$ cat src/rtl/life_loss_ctrl.sv
// Game-flow controller: folds the pixel-rate bottom-border hit into at most one
// life loss per frame and sequences IDLE/PLAY/RESPAWN/GAME_OVER/WIN.
module life_loss_ctrl #(
  parameter int INIT_LIVES         = 3,
  parameter int LIVES_W            = 3,
  parameter int RESPAWN_FRAMES     = 60,
  parameter int RESULT_HOLD_FRAMES = 30
) (
  input  logic               clk,
  input  logic               resetN,
  input  logic               startOfFrame,
  input  logic               hitBottomBoarder,
  input  logic               allBricksCleared,
  input  logic               startKey,
  output logic [LIVES_W-1:0] lives,
  output logic [2:0]         gameState,
  output logic               respawnPulse,
  output logic               freezeMotion,
  output logic               resultDrawingRequestEn,
  output logic               resultWin
);

  localparam int CNT_MAX = (RESPAWN_FRAMES > RESULT_HOLD_FRAMES) ? RESPAWN_FRAMES : RESULT_HOLD_FRAMES;
  localparam int CNT_W   = $clog2(CNT_MAX + 1);

  typedef enum logic [2:0] {
    S_IDLE      = 3'd0,
    S_PLAY      = 3'd1,
    S_RESPAWN   = 3'd2,
    S_GAME_OVER = 3'd3,
    S_WIN       = 3'd4
  } state_t;

  state_t             r_state, w_next;
  logic [LIVES_W-1:0] r_lives, w_lives_next;
  logic [CNT_W-1:0]   r_cnt, w_cnt_next;
  logic               r_hit, w_hit_next;
  logic               r_key_released;
  logic               r_respawn, w_respawn_next;
  logic               r_freeze, r_result_en, r_result_win;
  logic               w_start_rise;
  logic               w_frame_hit;

  // The key history holds "key was low last cycle"; it resets to 0, so a key
  // held down through reset release has to be released before it counts.
  assign w_start_rise = startKey & r_key_released;
  assign w_frame_hit  = r_hit | hitBottomBoarder;

  always_comb begin
    w_next         = r_state;
    w_lives_next   = r_lives;
    w_cnt_next     = r_cnt;
    w_respawn_next = 1'b0;
    case (r_state)
      S_IDLE: begin
        if (w_start_rise) begin
          w_next         = S_PLAY;
          w_lives_next   = LIVES_W'(INIT_LIVES);
          w_cnt_next     = '0;
          w_respawn_next = 1'b1;
        end
      end
      S_PLAY: begin
        if (startOfFrame) begin
          if (allBricksCleared) begin
            w_next     = S_WIN;
            w_cnt_next = CNT_W'(RESULT_HOLD_FRAMES);
          end else if (w_frame_hit && (r_lives > LIVES_W'(1))) begin
            w_next         = S_RESPAWN;
            w_lives_next   = r_lives - LIVES_W'(1);
            w_cnt_next     = CNT_W'(RESPAWN_FRAMES);
            w_respawn_next = 1'b1;
          end else if (w_frame_hit) begin
            w_next       = S_GAME_OVER;
            w_lives_next = '0;
            w_cnt_next   = CNT_W'(RESULT_HOLD_FRAMES);
          end
        end
      end
      S_RESPAWN: begin
        if (startOfFrame) begin
          if (r_cnt <= CNT_W'(1)) begin
            w_next     = S_PLAY;
            w_cnt_next = '0;
          end else begin
            w_cnt_next = r_cnt - CNT_W'(1);
          end
        end
      end
      S_GAME_OVER, S_WIN: begin
        if (w_start_rise && (r_cnt == '0)) begin
          w_next       = S_IDLE;
          w_lives_next = LIVES_W'(INIT_LIVES);
        end else if (startOfFrame && (r_cnt != '0)) begin
          w_cnt_next = r_cnt - CNT_W'(1);
        end
      end
      default: begin
        w_next     = S_IDLE;
        w_cnt_next = '0;
      end
    endcase

    // Hits accumulate only within a PLAY frame; consumed at each frame start.
    w_hit_next = 1'b0;
    if ((r_state == S_PLAY) && (w_next == S_PLAY) && !startOfFrame)
      w_hit_next = w_frame_hit;
  end

  always_ff @(posedge clk or negedge resetN) begin
    if (!resetN) begin
      r_state        <= S_IDLE;
      r_lives        <= LIVES_W'(INIT_LIVES);
      r_cnt          <= '0;
      r_hit          <= 1'b0;
      r_key_released <= 1'b0;
      r_respawn      <= 1'b0;
      r_freeze       <= 1'b1;
      r_result_en    <= 1'b0;
      r_result_win   <= 1'b0;
    end else begin
      r_state        <= w_next;
      r_lives        <= w_lives_next;
      r_cnt          <= w_cnt_next;
      r_hit          <= w_hit_next;
      r_key_released <= ~startKey;
      r_respawn      <= w_respawn_next;
      r_freeze       <= (w_next != S_PLAY);
      r_result_en    <= (w_next == S_GAME_OVER) || (w_next == S_WIN);
      r_result_win   <= (w_next == S_WIN);
    end
  end

  assign gameState              = r_state;
  assign lives                  = r_lives;
  assign respawnPulse           = r_respawn;
  assign freezeMotion           = r_freeze;
  assign resultDrawingRequestEn = r_result_en;
  assign resultWin              = r_result_win;

endmodule

$ cat config.mk
export PLATFORM = sky130hd
export DESIGN_NAME = life_loss_ctrl
export DESIGN_NICKNAME = d
export VERILOG_FILES = /design/src/rtl/life_loss_ctrl.sv
export SDC_FILE = /design/constraint.sdc
export NUM_CORES = 1
export LEC_CHECK = 0
export ABC_AREA = 1
export BUFFER_PORTS_ARGS = -buffer_cell sky130_fd_sc_hd__buf_2
export CAP_MARGIN = 20
export CORE_UTILIZATION = 56
export CTS_CLUSTER_DIAMETER = 30
export DETAILED_ROUTE_END_ITERATION = 10
export MAX_ROUTING_LAYER = met4
export PLACE_DENSITY = 0.85
export SETUP_SLACK_MARGIN = 0.2
export SLEW_MARGIN = 20
export SYNTH_ARGS = -nofsm -noshare
export SYNTH_HDL_FRONTEND = slang
export SYNTH_SLANG_ARGS = --single-unit
$ cat constraint.sdc
create_clock -name clk -period 1.7 [get_ports clk]
set_clock_uncertainty 0.05 [all_clocks]
set_input_delay 0.085 -clock clk [delete_from_list [all_inputs] [get_ports clk]]
set_output_delay 0.085 -clock clk [all_outputs]
set_load 0.01 [all_outputs]
==> results of run 1 <==
metrics by stage:
stage,hold slack (ns),instances,setup slack [ns],instance area [um^2]
after floorplan,-0.261,164,0.263,1210
after global placement,-0.0148,205,0.170,1310
after detailed placement,-0.0103,205,0.0914,1310
after CTS,0.0217,215,0.196,1410
after global routing,0.0283,229,0.0545,1670
final,0.0521,229,0.157,1670
report_power, final:
group	internal (mW)	leakage [nW]	switching, mW	total [mW]
clock network	0.0915	0.0150	0.150	0.242
registers	0.632	0.221	0.186	0.818
logic	1.01	0.638	1.58	2.59
worst max-delay path: cells and delay by family (launching register included):
kind,cells,cell delay [ns]
AND/OR/NAND/NOR,5,0.46
flip-flops,1,0.40
AO/OA/AOI/OAI,1,0.22
adder cells (fa/ha/maj),1,0.19
buffers and inverters,2,0.16
layout by cell type (no fill, tap or decap), types with 2 or more instances in the layout:
master         netlist  routed
buf_2                0      15
buf_4                0      16
buf_6                1       2
clkbuf_4             0       3
dfrtp_1             15       9
dfrtp_2              0       6
dfstp_2              3       3
dlygate4sd3_1        0       2
ha_2                 0       2
inv_1               22      17
inv_2                2       7
nand2_1             52      42
nand2_2              6      11
nand2_4              2       7
nand3_1             12       8
nand3_2              3       3
nand3_4              0       4
nand4_1              4       4
nor2_1               9       5
nor2_2               4       5
nor2_4               2       5
nor3_1               2       2
o21ai_1              2       4
o21ai_2              5       7
xnor2_1              2       2
synthesized netlist by cell type (2+ instances only):
library cell / instances
dfrtp_1: 15
dfstp_2: 3
ha_1: 4
inv_1: 22
inv_2: 2
nand2_1: 52
nand2_2: 6
nand2_4: 2
nand3_1: 12
nand3_2: 3
nand4_1: 4
nor2_1: 9
nor2_2: 4
nor2_4: 2
nor3_1: 2
o21ai_0: 6
o21ai_1: 2
o21ai_2: 5
xnor2_1: 2
timing repair:
action | CTS | global route
endpoints found under the setup margin | 11 | 13
hold endpoints to repair | 19 | 0
pin swaps | 5 | 21
resized for setup | 10 | 48
buffers inserted | 4 | 14
hold buffers | 2 | 0
per-layer routing:
metal | part of all wire, % | wire length [um] | GRT usage, % | up-vias
met4 | 4.4 | 172 | 7.84 | 0
met2 | 49 | 1920 | 44.8 | 97
li1 | - | - | - | 592
met3 | 8.3 | 325 | 2.83 | 25
met1 | 38 | 1500 | 31.5 | 616
met5 | 0 | 0 | - | -
path summary, 6_finish.rpt:
path,startpoint,slack [ns],endpoint
worst max-delay path,r_cnt[0],0.16,freezeMotion
max in group asynchronous,resetN,1.08,lives[1]
worst min register to register,lives[1],0.44,lives[1]
worst max register to register,r_cnt[0],0.16,freezeMotion
min in group asynchronous,resetN,0.18,r_cnt[2]
worst min-delay path,hitBottomBoarder,0.05,r_hit
cell type report:
type	count	area, um^2	area share [%]
Tap cell	27	33.8	2.02
Clock buffer	4	26.3	1.57
Multi-Input combinational cell	119	805	48.2
Inverter	26	105	6.30
Sequential cell	18	462	27.7
Timing Repair Buffer	35	238	14.2
flip-flops by register name, summed over array words and instances, names as in the netlist:
signal	cells
r_cnt	6
gameState	3
lives	3
freezeMotion	1
r_hit	1
r_key_released	1
respawnPulse	1
resultDrawingRequestEn	1
resultWin	1
kinds of logic (layout without fill, tap and decap cells):
kind of cell	Yosys count	after routing
simple gates	97	97
fa+ha+maj	4	4
compound gates	15	15
xor+xnor	3	3
buf+inv	27	65
flops	18	18
==> impl_metrics.yaml, run 1 <==
outcome:
  run_status: "completed"
min_path:
  hold_class: "input pin to flip-flop"
  hold_depth: 3
route:
  wl_per_cell_um: 17.1
  drt-initial-drc-count: 76
  routed_via_density: 5.81
  vias: 1330
  antenna_left: 0
  drc: 0
  totalWireLength_mm: 3.92
  firstDrtPassIters: 5
yosys:
  netlist.area_leader.share_pct: 30.9
  syn_area_per_cell_um2: 7.40
  synth-simple-area-share_pct: 38.7
  syn_inst: 164
  synth_top_family_by_area: "simple AND/OR/NAND/NOR gates"
  yosysSeqAreaShare_pct: 37.4
  synth_compound_area_share_pct: 8.04
  synth_edf_count: 0
  synth_top_area_cell: "dfrtp_1"
  ys_ff_latch: 18
  synth_warnings: 0
  synth_area_leaders: "dfrtp_1 (31%), nand2_1 (16%), inv_1 (6.8%)"
  syn_nets: 174
  synth_mux_area_share_pct: 0
  synth_fa_ha_area_share_pct: 4.12
  syn_area_mm2: 0.00121
  ys_types: 26
  yosys.area_share.xor_xnor_pct: 2.16
  synthFlopType: "dfrtp_1"
  synthArstFlopShare_pct: 100
job:
  max_cap_viol_count: 0
global_route:
  first_global_vias: 1091
  grt_pass1_wl_mm: 4.60
  overflow: 0
  antenna_found_initial: 0
  grt_max_degree: 19
  grt_usage_pct: 25.8
pwr:
  vdd_drop_max_v: 0.00177
  p_per_area_mw_per_mm2: 2190
  p_leak_nw: 0.874
  power_mw: 3.65
setup_path:
  worst-setup-path-type: "flip-flop to flip-flop"
  r2r_cells: 9
  critPathMaxStageDelay_ns: 0.40
  critical_path.cell_chain: "buf_6, ha_2, inv_2, nand2_2, nand3_2, o21ai_2, nand3_4, nor2_1, nand2_1"
  critical_path_arrival_ns: 1.74
  required_ns: 1.90
  worst_setup_path_end_kind: "flip-flop"
  path_max_fanout: 3
  cp-start-kind: "flip-flop"
  critPathSlowestCell: "dfrtp_1"
timing:
  drv_slew: 0
  tightestPinTransition_ns: 0.418
  max_slew_margin_pct: 72.1
  setup_viol: 0
  min_period_over_period_pct: 90.7
  final_hold_viol_count: 0
  setup_tns_ns: 0
  finalCriticalPeriod_ns: 1.54
  clock.fmax_mhz: 648
  grt_setup_unrepaired: "yes"
die:
  initial_core_util_pct: 60.6
  die_x_um: 48.6
  design.core.area_mm2: 0.00200
  dieHeight_um: 48.6
  num_rows: 16
  io_pins: 16
  die-area_mm2: 0.00236
layout:
  utilization_pct: 83.4
  final_nets: 213
  area_growth_pct: 37.5
  num-fill-cells: 113
  layout-drive-gt1-share_pct: 50.0
  antenna_cells: 0
clocking:
  cts_tree: "done"
  clk_latency_ns: 0.31
  clk_path_buf_depth: 2
  cts_sinks: 18
  cts-root-buf: "clkbuf_4"
  clk_pin_slew_worst_paths_ns: 0.12
  htree_levels: 1
  tritoncts.num_buffers: 3
placement:
  place_hpwl_mm: 1.97
  place_congestion: 0.926
  io_buffers: 15
(Power assumes the default switching activity.)
==> inputs of run 2 (changes only) <==
Settings changed: ABC_AREA 1 to unset, MAX_ROUTING_LAYER met4 to unset.
==> impl_metrics.yaml, run 2 <==
yosys:
  syn_inst: 127
  netlist.area_leader.share_pct: 32.8
  syn_area_mm2: 0.00114
  yosysSeqAreaShare_pct: 39.7
  ys_ff_latch: 18
  synth_area_leaders: "dfrtp_1 (33%), dfstp_2 (6.9%), o21ai_0 (4.8%)"
  synth_most_common_cell: "dfrtp_1"
  synth_warnings: 0
  syn_nets: 137
  synthFlopType: "dfrtp_1"
  syn_area_per_cell_um2: 9.00
  synth_top_area_cell: "dfrtp_1"
  yosys-top-cells-count: "dfrtp_1 (15), nor2_1 (14), inv_1 (12), o21ai_0 (11), a21oi_1 (8)"
  synth_edf_count: 0
  ys_types: 43
  synthArstFlopShare_pct: 100
clocking:
  htree_levels: 1
  clk_path_buf_depth: 2
  cts_sinks: 18
  tritoncts.num_buffers: 3
  cts-root-buf: "clkbuf_4"
global_route:
  grt_usage_pct: 74.2
  grt_max_degree: 19
  overflow: 25
timing:
  worst_endpoint: "lives[1]$_DFFE_PN1P_/D"
  worst-ep-kind: "register data pin"
outcome:
  run_status: "stopped before the end"
  stop_error: "[ERROR GRT-0232] Routing congestion too high. Check the congestion heatmap in the GUI."
  failing_step: "global routing"
die:
  dieHeight_um: 47.2
  die_x_um: 47.2
  io_pins: 16
  num_rows: 15
  initial_core_util_pct: 62.8
placement:
  io_buffers: 15
  dp_cells: 198
  place_congestion: 0.965
  pre_cts_slack_ns: -0.403
  place_hpwl_mm: 2.49
[run 2: cell types whose count changed after synthesis, moves of 4 or more]
| cell | previous run | this run |
|---|---|---|
| nand2_2 | 6 | 0 |
| a21oi_1 | 1 | 8 |
| o21ai_2 | 5 | 0 |
| nand2_1 | 52 | 4 |
| nor2b_1 | 0 | 4 |
| nor2_1 | 9 | 14 |
| nand4_1 | 4 | 0 |
| nor2_2 | 4 | 0 |
| o21a_1 | 0 | 4 |
| nand3_1 | 12 | 2 |
| o22ai_1 | 0 | 4 |
| o21ai_0 | 6 | 11 |
| inv_1 | 22 | 12 |
[run 2: per-layer routing]
layer / track usage, % / GRT overflow
met5: 5.00 / 0
met4: 81.1 / 9
met3: 51.5 / 1
met2: 93.9 / 15
met1: 75.1 / 0
[run 2: cells by family after synthesis]
kind of cell / count (synthesis) / synth area share, %
buffers and inverters: 14 / 4.70
DFF: 18 / 39.7
and+or+nand+nor: 44 / 22.2
AOI/OAI and AO/OA: 47 / 29.0
adders and majority gates: 4 / 4.38
[run 2: stage by stage]
step / cell area, um^2 / setup TNS (ns)
after global placement: 1520 / -3.52
after CTS: 1700 / -4.13
after detailed placement: 1520 / -4.93
after floorplan: 1170 / -3.34
[run 2: repair_timing]
action	CTS
hold endpoints to repair	19
pin swaps	10
gates resized for setup	21
gates cloned	1
setup buffers	4
setup endpoints to repair	16
hold buffers	2
==> inputs of run 3 (changes only) <==
Settings changed: CORE_AREA set to 2 2 63 65, CORE_UTILIZATION 56 to unset, CTS_CLUSTER_DIAMETER 30 to unset, DIE_AREA set to 0 0 65 67, PLACE_DENSITY 0.85 to unset, PLACE_DENSITY_LB_ADDON set to 0.15, SETUP_SLACK_MARGIN 0.2 to unset.
==> impl_metrics.yaml, run 3 <==
timing:
  finalWorstSetupSlack_ns: -0.370
  setup_viol: 15
  finalCriticalPeriod_ns: 2.07
  min_period_over_period_pct: 122
  grt_setup_unrepaired: "yes"
  clock.fmax_mhz: 483
  drv_slew: 0
  final_hold_viol_count: 0
  max_slew_margin_pct: 69.6
  tightestPinTransition_ns: 0.456
clocking:
  htree_levels: 1
  cts_tree: "done"
  clk_path_buf_depth: 2
  clk_pin_slew_worst_paths_ns: 0.07
  cts_sinks: 18
  tritoncts.num_buffers: 3
  cts-root-buf: "clkbuf_8"
  clk_latency_ns: 0.25
setup_path:
  r2r_slack_ns: -0.37
  required_ns: 1.79
  path_max_fanout: 4
  reg2reg_to: "resultDrawingRequestEn"
  worst_setup_path_end_kind: "flip-flop"
  cp-start-kind: "flip-flop"
  worst-setup-path-type: "flip-flop to flip-flop"
  crit_end: "resultDrawingRequestEn"
  r2r_cells: 7
  r2r_start: "r_cnt[0]"
  critical_path_arrival_ns: 2.16
  critPathLaunch: "r_cnt[0]"
die:
  num_rows: 22
  io_pins: 16
  design.core.area_mm2: 0.00361
  die-area_mm2: 0.00436
  die_x_um: 65
  initial_core_util_pct: 31.7
  dieHeight_um: 67
route:
  drc: 0
  routed_via_density: 5.20
  vias: 1233
  wl_per_cell_um: 14.7
  drt-initial-drc-count: 46
  firstDrtPassIters: 4
  antenna_left: 0
  totalWireLength_mm: 3.47
yosys:
  ys_ff_latch: 18
  syn_area_per_cell_um2: 9.00
  syn_area_mm2: 0.00114
  synth_most_common_cell: "dfrtp_1"
  syn_nets: 137
  netlist.area_leader.share_pct: 32.8
  synth_area_leaders: "dfrtp_1 (33%), dfstp_2 (6.9%), o21ai_0 (4.8%)"
  synthArstFlopShare_pct: 100
  syn_inst: 127
  yosys-top-cells-count: "dfrtp_1 (15), nor2_1 (14), inv_1 (12), o21ai_0 (11), a21oi_1 (8)"
  ys_types: 43
  synth_edf_count: 0
  synthFlopType: "dfrtp_1"
  synth_warnings: 0
  yosysSeqAreaShare_pct: 39.7
  synth_top_area_cell: "dfrtp_1"
global_route:
  overflow: 0
  grt_usage_pct: 16.3
  antenna_found_initial: 0
  first_global_vias: 1206
  grt_max_degree: 19
  grt_pass1_wl_mm: 5.47
pwr:
  seqPwrFrac_pct: 20.4
  p_switching_mw: 1.39
  p_comb_share_pct: 69.1
  p_per_area_mw_per_mm2: 1860
  vdd_drop_max_v: 0.000695
  swShare_pct: 41.0
  p_leak_nw: 0.877
  p_clk_share_pct: 10.5
  internal_power_mw: 2.00
min_path:
  hold_class: "input pin to flip-flop"
placement:
  place_hpwl_mm: 2.48
  place_congestion: 0.824
  io_buffers: 15
  dp_cells: 229
layout:
  layout_commonest_cell: "buf_4"
  final_nets: 200
  antenna_cells: 0
  top_register: "r_cnt"
  largest_register_ffs: 6
  layout_common_cells: "buf_4 (41), dfrtp_1 (15), buf_2 (15), inv_1 (10), nor2_1 (10)"
  finalNonFillerCells: 237
  utilization_pct: 50.7
  layout-drive-gt1-share_pct: 52.4
  area_growth_pct: 59.7
  num-fill-cells: 345
job:
  max_cap_viol_count: 0
outcome:
  run_status: "finished with violations"
  violations: "negative setup slack"
run 3: cell counts after synthesis:
Identical to the previous run, type by type.
run 3: per-stage QoR:
step / cell area (um^2) / setup TNS (ns) / hold WS, ns / setup WS, ns / total power [mW]
4_1_cts: 1730 / -4.30 / 0.0158 / -0.357 / 3.17
5_1_grt: 1830 / -5.03 / 0.0272 / -0.404 / 3.64
3_5_place_dp: 1590 / -4.62 / 0.0110 / -0.370 / 2.63
2_1_floorplan: 1150 / -3.34 / -0.261 / -0.363 / 1.73
3_3_place_gp: 1590 / -4.15 / -0.00150 / -0.336 / 2.60
6_report: 1830 / -4.13 / 0.0263 / -0.370 / 3.39
run 3: metal layers:
layer / global-route usage (%) / vias to the layer above / share of wire [%]
li1: - / 591 / -
met4: 5.05 / 0 / 0.55
met1: 20.7 / 606 / 45
met5: 0 / - / 0
met3: 3.21 / 2 / 4.8
met2: 27.7 / 34 / 50
run 3: worst max-delay path: stages (launching register included):
cell	delay, ns
dfrtp_1	0.39
inv_2	0.08
ha_4	0.13
or4b_4	0.49
or3_4	0.38
a32oi_2	0.20
o21ai_1	0.08
a21o_1	0.16
run 3: cell families (layout without fill, tap and decap cells):
family | Yosys count | count (layout) | share of synthesized area [%]
fa+ha+maj | 4 | 4 | 4.38
buf+inv | 14 | 76 | 4.70
compound gates | 47 | 47 | 29.0
flops | 18 | 18 | 39.7
simple gates | 44 | 44 | 22.2
run 3: how the worst min path moves through the flow:
stage,startpoint,to,slack (ns),cells after the start
4_1_cts,startKey,r_key_released,0.02,3
3_5_place_dp,resetN,r_cnt[3],0.01,1
3_3_place_gp,resetN,r_cnt[3],-0.002,1
6_report,startKey,r_key_released,0.03,3
2_1_floorplan,resetN,gameState[0],-0.26,0
5_1_grt,startKey,r_key_released,0.03,3
run 3: power by group through the flow:
stage               registers [mW]  logic [mW]  clock network [mW]
finish                       0.692        2.34               0.354
CTS                          0.687        2.10               0.376
detailed placement           0.692        1.93                   0
global route                 0.712        2.54               0.386
global placement             0.689        1.91                   0
floorplan                    0.762       0.970                   0
run 3: cell type report:
class	count	area (um^2)	share of cell area (%)
Inverter	12	45.0	2.47
Sequential cell	18	454	24.9
Timing Repair Buffer	60	427	23.4
Tap cell	48	60.1	3.29
Multi-Input combinational cell	95	786	43.0
Clock buffer	4	55.1	3.01
run 3: repair_timing:
| item | 4_1_cts | 5_1_grt |
|---|---|---|
| setup endpoints to repair | 16 | 16 |
| setup buffers | 3 | 0 |
| hold buffers | 1 | 0 |
| resized for setup | 14 | 22 |
| pin swaps | 6 | 8 |
| hold endpoints to repair | 15 | 0 |
